==> src/rtl/reg_bank_if.sv <==
// Bus between the writeback/operand-fetch stages and reg_bank.
// The master drives write and read-select inputs; the slave (reg_bank) returns read data and debug outputs.
interface reg_bank_if #(
  parameter int unsigned DATA_W = 16,
  parameter int unsigned SEL_W  = 6
);
  logic [DATA_W-1:0] DATA_IN;
  logic [SEL_W-1:0]  SEL_IN;
  logic              UPDATE_FLAG;
  logic [SEL_W-1:0]  SEL_A;
  logic [SEL_W-1:0]  SEL_B;
  logic [DATA_W-1:0] RD_A;
  logic [DATA_W-1:0] RD_B;
  logic [DATA_W-1:0] W_OUT;
  logic [15:0]       WR_COUNT;

  modport master (
    output DATA_IN, SEL_IN, UPDATE_FLAG, SEL_A, SEL_B,
    input  RD_A, RD_B, W_OUT, WR_COUNT
  );

  modport slave (
    input  DATA_IN, SEL_IN, UPDATE_FLAG, SEL_A, SEL_B,
    output RD_A, RD_B, W_OUT, WR_COUNT
  );
endinterface

==> src/rtl/reg_bank.sv <==
// 64 x 16 register file with toggle-encoded write strobe, two registered read ports, W output and write counter.
// Optional macro REG_BANK_BYPASS_EN: forward same-cycle write data onto colliding read ports.
module reg_bank #(
  parameter int unsigned DATA_W    = 16,
  parameter int unsigned SEL_W     = 6,
  parameter int unsigned W_ADDR    = 34,
  parameter int unsigned NULL_ADDR = 63
) (
  input logic       clk,
  input logic       rst,
  reg_bank_if.slave bus
);

  localparam int unsigned NUM_REGS = 1 << SEL_W;
  localparam int unsigned CNT_W    = 16;

  logic [DATA_W-1:0] r_mem [NUM_REGS];
  logic              r_prev_flag;
  logic [DATA_W-1:0] r_rd_a;
  logic [DATA_W-1:0] r_rd_b;
  logic [CNT_W-1:0]  r_wr_count;

  logic w_wr_pulse;
  logic w_wr_en;
  logic w_fwd_a;
  logic w_fwd_b;

  // Each level change of UPDATE_FLAG is one write; the null address swallows it.
  assign w_wr_pulse = bus.UPDATE_FLAG ^ r_prev_flag;
  assign w_wr_en    = w_wr_pulse && (bus.SEL_IN != SEL_W'(NULL_ADDR));

`ifdef REG_BANK_BYPASS_EN
  assign w_fwd_a = w_wr_en && (bus.SEL_IN == bus.SEL_A);
  assign w_fwd_b = w_wr_en && (bus.SEL_IN == bus.SEL_B);
`else
  assign w_fwd_a = 1'b0;
  assign w_fwd_b = 1'b0;
`endif

  // Tracks the flag level even during reset so the first write needs a fresh toggle.
  always_ff @(posedge clk) begin
    r_prev_flag <= bus.UPDATE_FLAG;
  end

  always_ff @(posedge clk) begin
    if (rst) begin
      for (int i = 0; i < int'(NUM_REGS); i++) begin
        r_mem[i] <= '0;
      end
    end else if (w_wr_en) begin
      r_mem[bus.SEL_IN] <= bus.DATA_IN;
    end
  end

  always_ff @(posedge clk) begin
    if (rst) begin
      r_wr_count <= '0;
    end else if (w_wr_en) begin
      r_wr_count <= r_wr_count + CNT_W'(1);
    end
  end

  always_ff @(posedge clk) begin
    if (rst) begin
      r_rd_a <= '0;
      r_rd_b <= '0;
    end else begin
      r_rd_a <= w_fwd_a ? bus.DATA_IN : r_mem[bus.SEL_A];
      r_rd_b <= w_fwd_b ? bus.DATA_IN : r_mem[bus.SEL_B];
    end
  end

  assign bus.RD_A     = r_rd_a;
  assign bus.RD_B     = r_rd_b;
  assign bus.W_OUT    = r_mem[SEL_W'(W_ADDR)];
  assign bus.WR_COUNT = r_wr_count;

endmodule

==> src/flat_wrapper.sv <==
// flat-port wrapper written by rule: the top's interface ports become plain ports
module reg_bank_flat 
#(
  parameter int unsigned DATA_W    = 16,
  parameter int unsigned SEL_W     = 6,
  parameter int unsigned W_ADDR    = 34,
  parameter int unsigned NULL_ADDR = 63
)
  (clk, rst, bus_DATA_IN, bus_SEL_IN, bus_UPDATE_FLAG, bus_SEL_A, bus_SEL_B, bus_RD_A, bus_RD_B, bus_W_OUT, bus_WR_COUNT);
  reg_bank_if #(.DATA_W(DATA_W), .SEL_W(SEL_W)) bus_i ();
  input logic clk;
  input logic rst;
  input wire logic [$bits(bus_i.DATA_IN)-1:0] bus_DATA_IN;
  input wire logic [$bits(bus_i.SEL_IN)-1:0] bus_SEL_IN;
  input wire logic [$bits(bus_i.UPDATE_FLAG)-1:0] bus_UPDATE_FLAG;
  input wire logic [$bits(bus_i.SEL_A)-1:0] bus_SEL_A;
  input wire logic [$bits(bus_i.SEL_B)-1:0] bus_SEL_B;
  output wire logic [$bits(bus_i.RD_A)-1:0] bus_RD_A;
  output wire logic [$bits(bus_i.RD_B)-1:0] bus_RD_B;
  output wire logic [$bits(bus_i.W_OUT)-1:0] bus_W_OUT;
  output wire logic [$bits(bus_i.WR_COUNT)-1:0] bus_WR_COUNT;
  assign bus_i.DATA_IN = bus_DATA_IN;
  assign bus_i.SEL_IN = bus_SEL_IN;
  assign bus_i.UPDATE_FLAG = bus_UPDATE_FLAG;
  assign bus_i.SEL_A = bus_SEL_A;
  assign bus_i.SEL_B = bus_SEL_B;
  assign bus_RD_A = bus_i.RD_A;
  assign bus_RD_B = bus_i.RD_B;
  assign bus_W_OUT = bus_i.W_OUT;
  assign bus_WR_COUNT = bus_i.WR_COUNT;
  reg_bank #(.DATA_W(DATA_W), .SEL_W(SEL_W), .W_ADDR(W_ADDR), .NULL_ADDR(NULL_ADDR)) u_core (.clk(clk), .rst(rst), .bus(bus_i));
endmodule
==> config.mk <==
export PLATFORM = sky130hd
export DESIGN_NAME = reg_bank_flat
export DESIGN_NICKNAME = d
export VERILOG_FILES = /design/src/rtl/reg_bank_if.sv /design/src/rtl/reg_bank.sv /design/src/flat_wrapper.sv
export SDC_FILE = /design/constraint.sdc
export NUM_CORES = 2
export LEC_CHECK = 0
export CAP_MARGIN = 20
export CORE_ASPECT_RATIO = 0.5
export CORE_UTILIZATION = 30
export DETAILED_ROUTE_END_ITERATION = 7
export PLACE_DENSITY = 0.44
export SETUP_SLACK_MARGIN = 0.15
export SLEW_MARGIN = 20
export SYNTH_ARGS = -nofsm -noshare
export SYNTH_HDL_FRONTEND = slang
export SYNTH_SLANG_ARGS = --single-unit
==> constraint.sdc <==
create_clock -name clk -period 2.12 [get_ports clk]
set_input_delay 0.212 -clock clk [delete_from_list [all_inputs] [get_ports clk]]
set_output_delay 0.212 -clock clk [all_outputs]
set_load 0.005 [all_outputs]
* Word-level counts from Yosys, hierarchy flattened
Memories as Yosys holds them, arrays and structs flattened. A register that Yosys moved wholly into a read port is not among the register bits. Index checks and enable logic that the tools add are counted.
Cells by class: $add $sub $neg 1, reduce and logical (&&, ||, !) cells 2, multiplexer cells 8, equality and inequality tests 1, bitwise logic cells 1
Operators with widths (count):
- 16-bit by 1-bit adder with 16-bit output (second input constant) | 1
- 16-bit two-way mux | 1
- 16-bit OR reduction | 1
- 1-bit two-way mux | 6
- 6-bit two-way mux | 1
- 6-bit inequality test (second input constant) | 1
- 1-bit logical AND | 1
- 1-bit bitwise XOR | 1
Word-level totals: register bits 17, memories kept 1, output and inout port bits 64, input port bits 37, RAM bits 1024, logic and storage cells 16
Memory list:
- u_core.r_mem | depth 64, bits a word 16, rd ports 3, clocked after memory_dff 2, write ports 64, line reg_bank.sv:17 | logic [DATA_W-1:0] r_mem [NUM_REGS];

* Depth between registers and ports, before layout
depth after elaboration 7, depth in mapped cells 10, mapped depth without buffers 6

* Least setup slack after synthesis
Ideal clock, no wire load.
path kind register to register, from reg u_core.r_prev_flag, to mem u_core.r_mem[51][0], enable pin, clock period less this slack 1.914 ns, buffers on the path 0, setup slack 0.206 ns, cell stages (with the launch flop) 6, required time 1.786 ns, library setup time 0.334 ns, data arrival time 1.581 ns, path through dfxtp_1 xnor2_1 nor3_1 nand3_1 nor2_1 or2_2
RTL lines:
- start: declaration | line reg_bank.sv:18 | logic r_prev_flag;
- start signal: assignment | line reg_bank.sv:42 | r_prev_flag <= bus.UPDATE_FLAG;
- end: declaration | line reg_bank.sv:17

==> metrics.log <==
[metrics] number of placed I/O pins: 101
[metrics] cell chain of the critical path: mux4_2 -> o22ai_1 -> buf_4 -> a311oi_1 -> buf_4 -> a41o_1
[metrics] average via count per standard cell: 5.458
[metrics] remaining number of nets flagged by the antenna check after routing: 0
[metrics] setup repair after global routing missed its margin: true
[metrics] worst path arrival time: 2.73 ns
[metrics] leakage power summed over all cells: 26.71 nW
[metrics] core region area: 184700 um2
[metrics] Port Buffer Count: 100
[metrics] min-delay worst type: primary input to flop
[metrics] proportion of layout cells with a drive suffix above 1: 37.28%
[metrics] y dimension of the die: 308.1 um
[metrics] worst slew margin relative to its limit: 27.66%
[metrics] routed wire length: 234600 um
[metrics] Total GRT Usage: 24.36%
[metrics] highest net fanout along the worst path: 2
[metrics] effective utilization at floorplan: 30.44%
[metrics] cell at the root of the clock tree: clkbuf_16
[metrics] gate count after technology mapping: 3758
[metrics] WL/cell: 33.66 um
[metrics] overall die area: 189300 um2
[metrics] maximum number of pins on one net before global-route repair: 64
[metrics] startpoint type of the worst setup path: flop
[metrics] number of buffer and inverter instances along the worst setup path: 2
[metrics] total standard cell area after synthesis: 56230 um2
[metrics] Distinct cells, synth: 59
[metrics] final setup skew: 0.03548 ns
[metrics] share of total power in combinational logic: 13.6%
[metrics] Period Utilization, post-route: 99.78%
[metrics] internal power: 38.78 mW
[metrics] clock latency reported for the late side of the worst-skew pair: 0.76 ns
[metrics] post-route design area: 71560 um2
[metrics] number of antenna violations at the first check in global routing: 16
[metrics] Post-layout nets: 4425
[metrics] status: finished clean
[metrics] maximum clock path buffer count: 3
[metrics] TritonCTS Buffers: 109
[metrics] via count of the first global-routing pass: 37398
[metrics] dominant cell type by count on the critical path: buf_4
[metrics] family of cells with the greatest summed delay on the critical path: compound AO/OA/AOI/OAI gates
[metrics] Flop pwr share: 46.4%
[metrics] crit path max-delay cell type: mux4_2
[metrics] clock tree from TritonCTS: built
[metrics] number of clock sinks: 1073
[metrics] final hold violations: 0
[metrics] reported net switching power: 13.44 mW
[metrics] final number of setup-violating endpoints: 0
[metrics] routed via count: 38034
[metrics] maximum cell stage delay along the critical path: 0.49 ns
[metrics] sum of overflow across all layers after global routing: 0
[metrics] number of placed instances with taps included: 6692
[metrics] post-route total power: 52.22 mW
[metrics] fmax: 472.8 MHz
[metrics] sequential area share after synthesis: 56.43%
[metrics] kind of end point of the critical path: flop
[metrics] Setup Slack @ Placement: -0.8139 ns
[metrics] Reg clk slew, reported paths: 0.06 ns
[metrics] maximum vdd ir drop: 0.5639 mV
[metrics] synth-to-layout area growth: 27.26%
[metrics] number of H-tree levels: 3
[metrics] Main synth FF type: edfxtp_1
[metrics] number of enable-type register cells in the synthesized netlist: 1024
[metrics] placed wire-length estimate after detailed placement: 165800 um
[metrics] final number of max-transition violations: 0
[metrics] number of fillers in the final layout: 17114
[metrics] worst endpoint required time: 2.73 ns
[metrics] mean post-synth cell area: 14.96 um2
[metrics] share of total power consumed by net switching: 25.74%
[metrics] DRC violation count after routing: 0
[metrics] clock period minus worst slack: 2.115 ns
[metrics] critical path class: flop to flop
[metrics] RePlAce Congestion: 0.9506
[metrics] Worst Setup Slack, final: 0.004748 ns
[metrics] number of core rows: 111
[metrics] number of non-filler instances in the completed layout: 6968
[metrics] cell area power density: 729.8 nW/um2
[metrics] global-route wire length before repair: 317900 um
[metrics] fraction of registers with async set or reset after synthesis: 0%
[metrics] Clock power frac: 40.0%
[metrics] slew of the pin with the lowest slew margin: 1.085 ns
[metrics] number of violations reported at the end of detailed-routing iteration 0: 4906
[metrics] flip-flop and latch count after synthesis: 1073
[metrics] number of violations of the max-capacitance limit: 0
[metrics] Die Width: 614.3 um
[metrics] cell area after placement: 65690 um2
[metrics] Pre-Repair DR Iteration Count: 6
[metrics] yosys warns: 0
## metrics by stage
step / hold WS, ns / TNS [ns] / util, %
after CTS: 0.06477 / -0.4550 / 38.30
after global placement: 0.4886 / -976.47 / 35.56
after global routing: 0.09062 / -2.332 / 38.74
final: 0.1180 / 0 / 38.74
after detailed placement: 0.5028 / -1000.60 / 35.56
after floorplan: 0.2397 / 0 / -
## cell type report
cell class                 instances  area, um2  share of cell area [%]
antenna                            5      12.51                 0.01748
clock buffer                     151       3050                   4.263
clock inverter                    50      656.9                  0.9179
inverter                           8      30.03                 0.04196
multi-input combinational       2354      24000                   33.53
sequential                      1073      31740                   44.35
tap                             2486       3110                   4.346
timing repair buffer             841       8972                   12.54
## synthesized netlist by cell type, drive strengths merged, types with 14 or more instances
cell	number	share of area (%)
xnor2	14	0.22
nor3	17	0.15
nor2	93	0.62
nor2b	14	0.16
a221oi	28	0.44
mux2	32	0.64
o221ai	32	0.50
and2	1012	11
or2	68	0.76
nand2	102	0.69
clkbuf	221	1.5
buf	134	1.5
edfxtp	1024	55
a21oi	40	0.36
dfxtp	49	1.7
a211oi	19	0.25
o22ai	59	0.66
nand3	28	0.25
mux2i	122	2.2
o21ai	48	0.43
mux4	486	19
## state kept, by name, summed over array words and instances, names as in the netlist
signal               cells
u_core.bus.RD_B         16
u_core.r_mem          1024
u_core.bus.WR_COUNT     16
u_core.bus.RD_A         16
u_core.r_prev_flag       1
## metal layers
metal / global-route usage, % / vias to the layer above / part of all wire (%)
li1: - / 15722 / -
met1: 33.69 / 20182 / 43
met2: 38.88 / 1821 / 46
met3: 4.609 / 307 / 8.2
met4: 7.435 / 2 / 3.4
met5: 0 / - / 0.0030
## worst reg2reg max path, delay by kind of cell, from the launching register on
kind                   cells  cell delay, ns
flip-flops                 1            0.45
AO/OA/AOI/OAI              3            0.63
multiplexers               1            0.49
buffers and inverters      2            0.39
## placed cells by master (no fill, tap or decap), types with 55 or more instances in the layout
| master | instances |
|---|---|
| and2_1 | 998 |
| clkbuf_16 | 118 |
| buf_12 | 167 |
| nand2_1 | 87 |
| o22ai_1 | 55 |
| clkdlybuf4s50_1 | 69 |
| mux2i_1 | 119 |
| mux4_2 | 483 |
| edfxtp_1 | 1024 |
| buf_4 | 525 |
| nor2_1 | 57 |
## power by group through the flow
stage / clock [mW] / combinational (mW) / sequential (mW)
floorplan: 0 / 2.91 / 24.4
global placement: 0 / 6.58 / 24.7
detailed placement: 0 / 6.59 / 24.7
CTS: 21.2 / 6.92 / 24.2
global route: 21.9 / 7.31 / 24.3
finish: 20.9 / 7.11 / 24.2
## path summary, 6_finish.rpt
check,startpoint,to,slack [ns],depth (start not counted)
worst max register to register,u_core.r_mem[9][4],u_core.bus.RD_B[4],0.005,6
worst min register to register,u_core.bus.WR_COUNT[9],u_core.bus.WR_COUNT[9],0.51,2
worst min-delay path,bus_DATA_IN[15],u_core.r_mem[31][15],0.12,3
worst max-delay path,u_core.r_mem[9][4],u_core.bus.RD_B[4],0.005,6
## kinds of logic after synthesis
family | Yosys count | share of synthesized area [%]
AO/OA/AOI/OAI | 295 | 3.662
XOR/XNOR | 16 | 0.2492
adder cells (fa/ha/maj) | 1 | 0.02225
buffers and inverters | 363 | 3.013
flip-flops | 1073 | 56.43
multiplexers | 640 | 22.30
other | 1 | 0.006669
AND/OR/NAND/NOR | 1369 | 14.32
## timing repair
item	in CTS	in global routing
hold endpoints to repair	12	0
setup endpoints to repair	2060	1465
gates resized for setup	214	117
hold buffers	3	0
setup buffers	22	14
cloned	23	8
pin swaps	39	31
No activity file was read; power rests on OpenSTA's default activity.
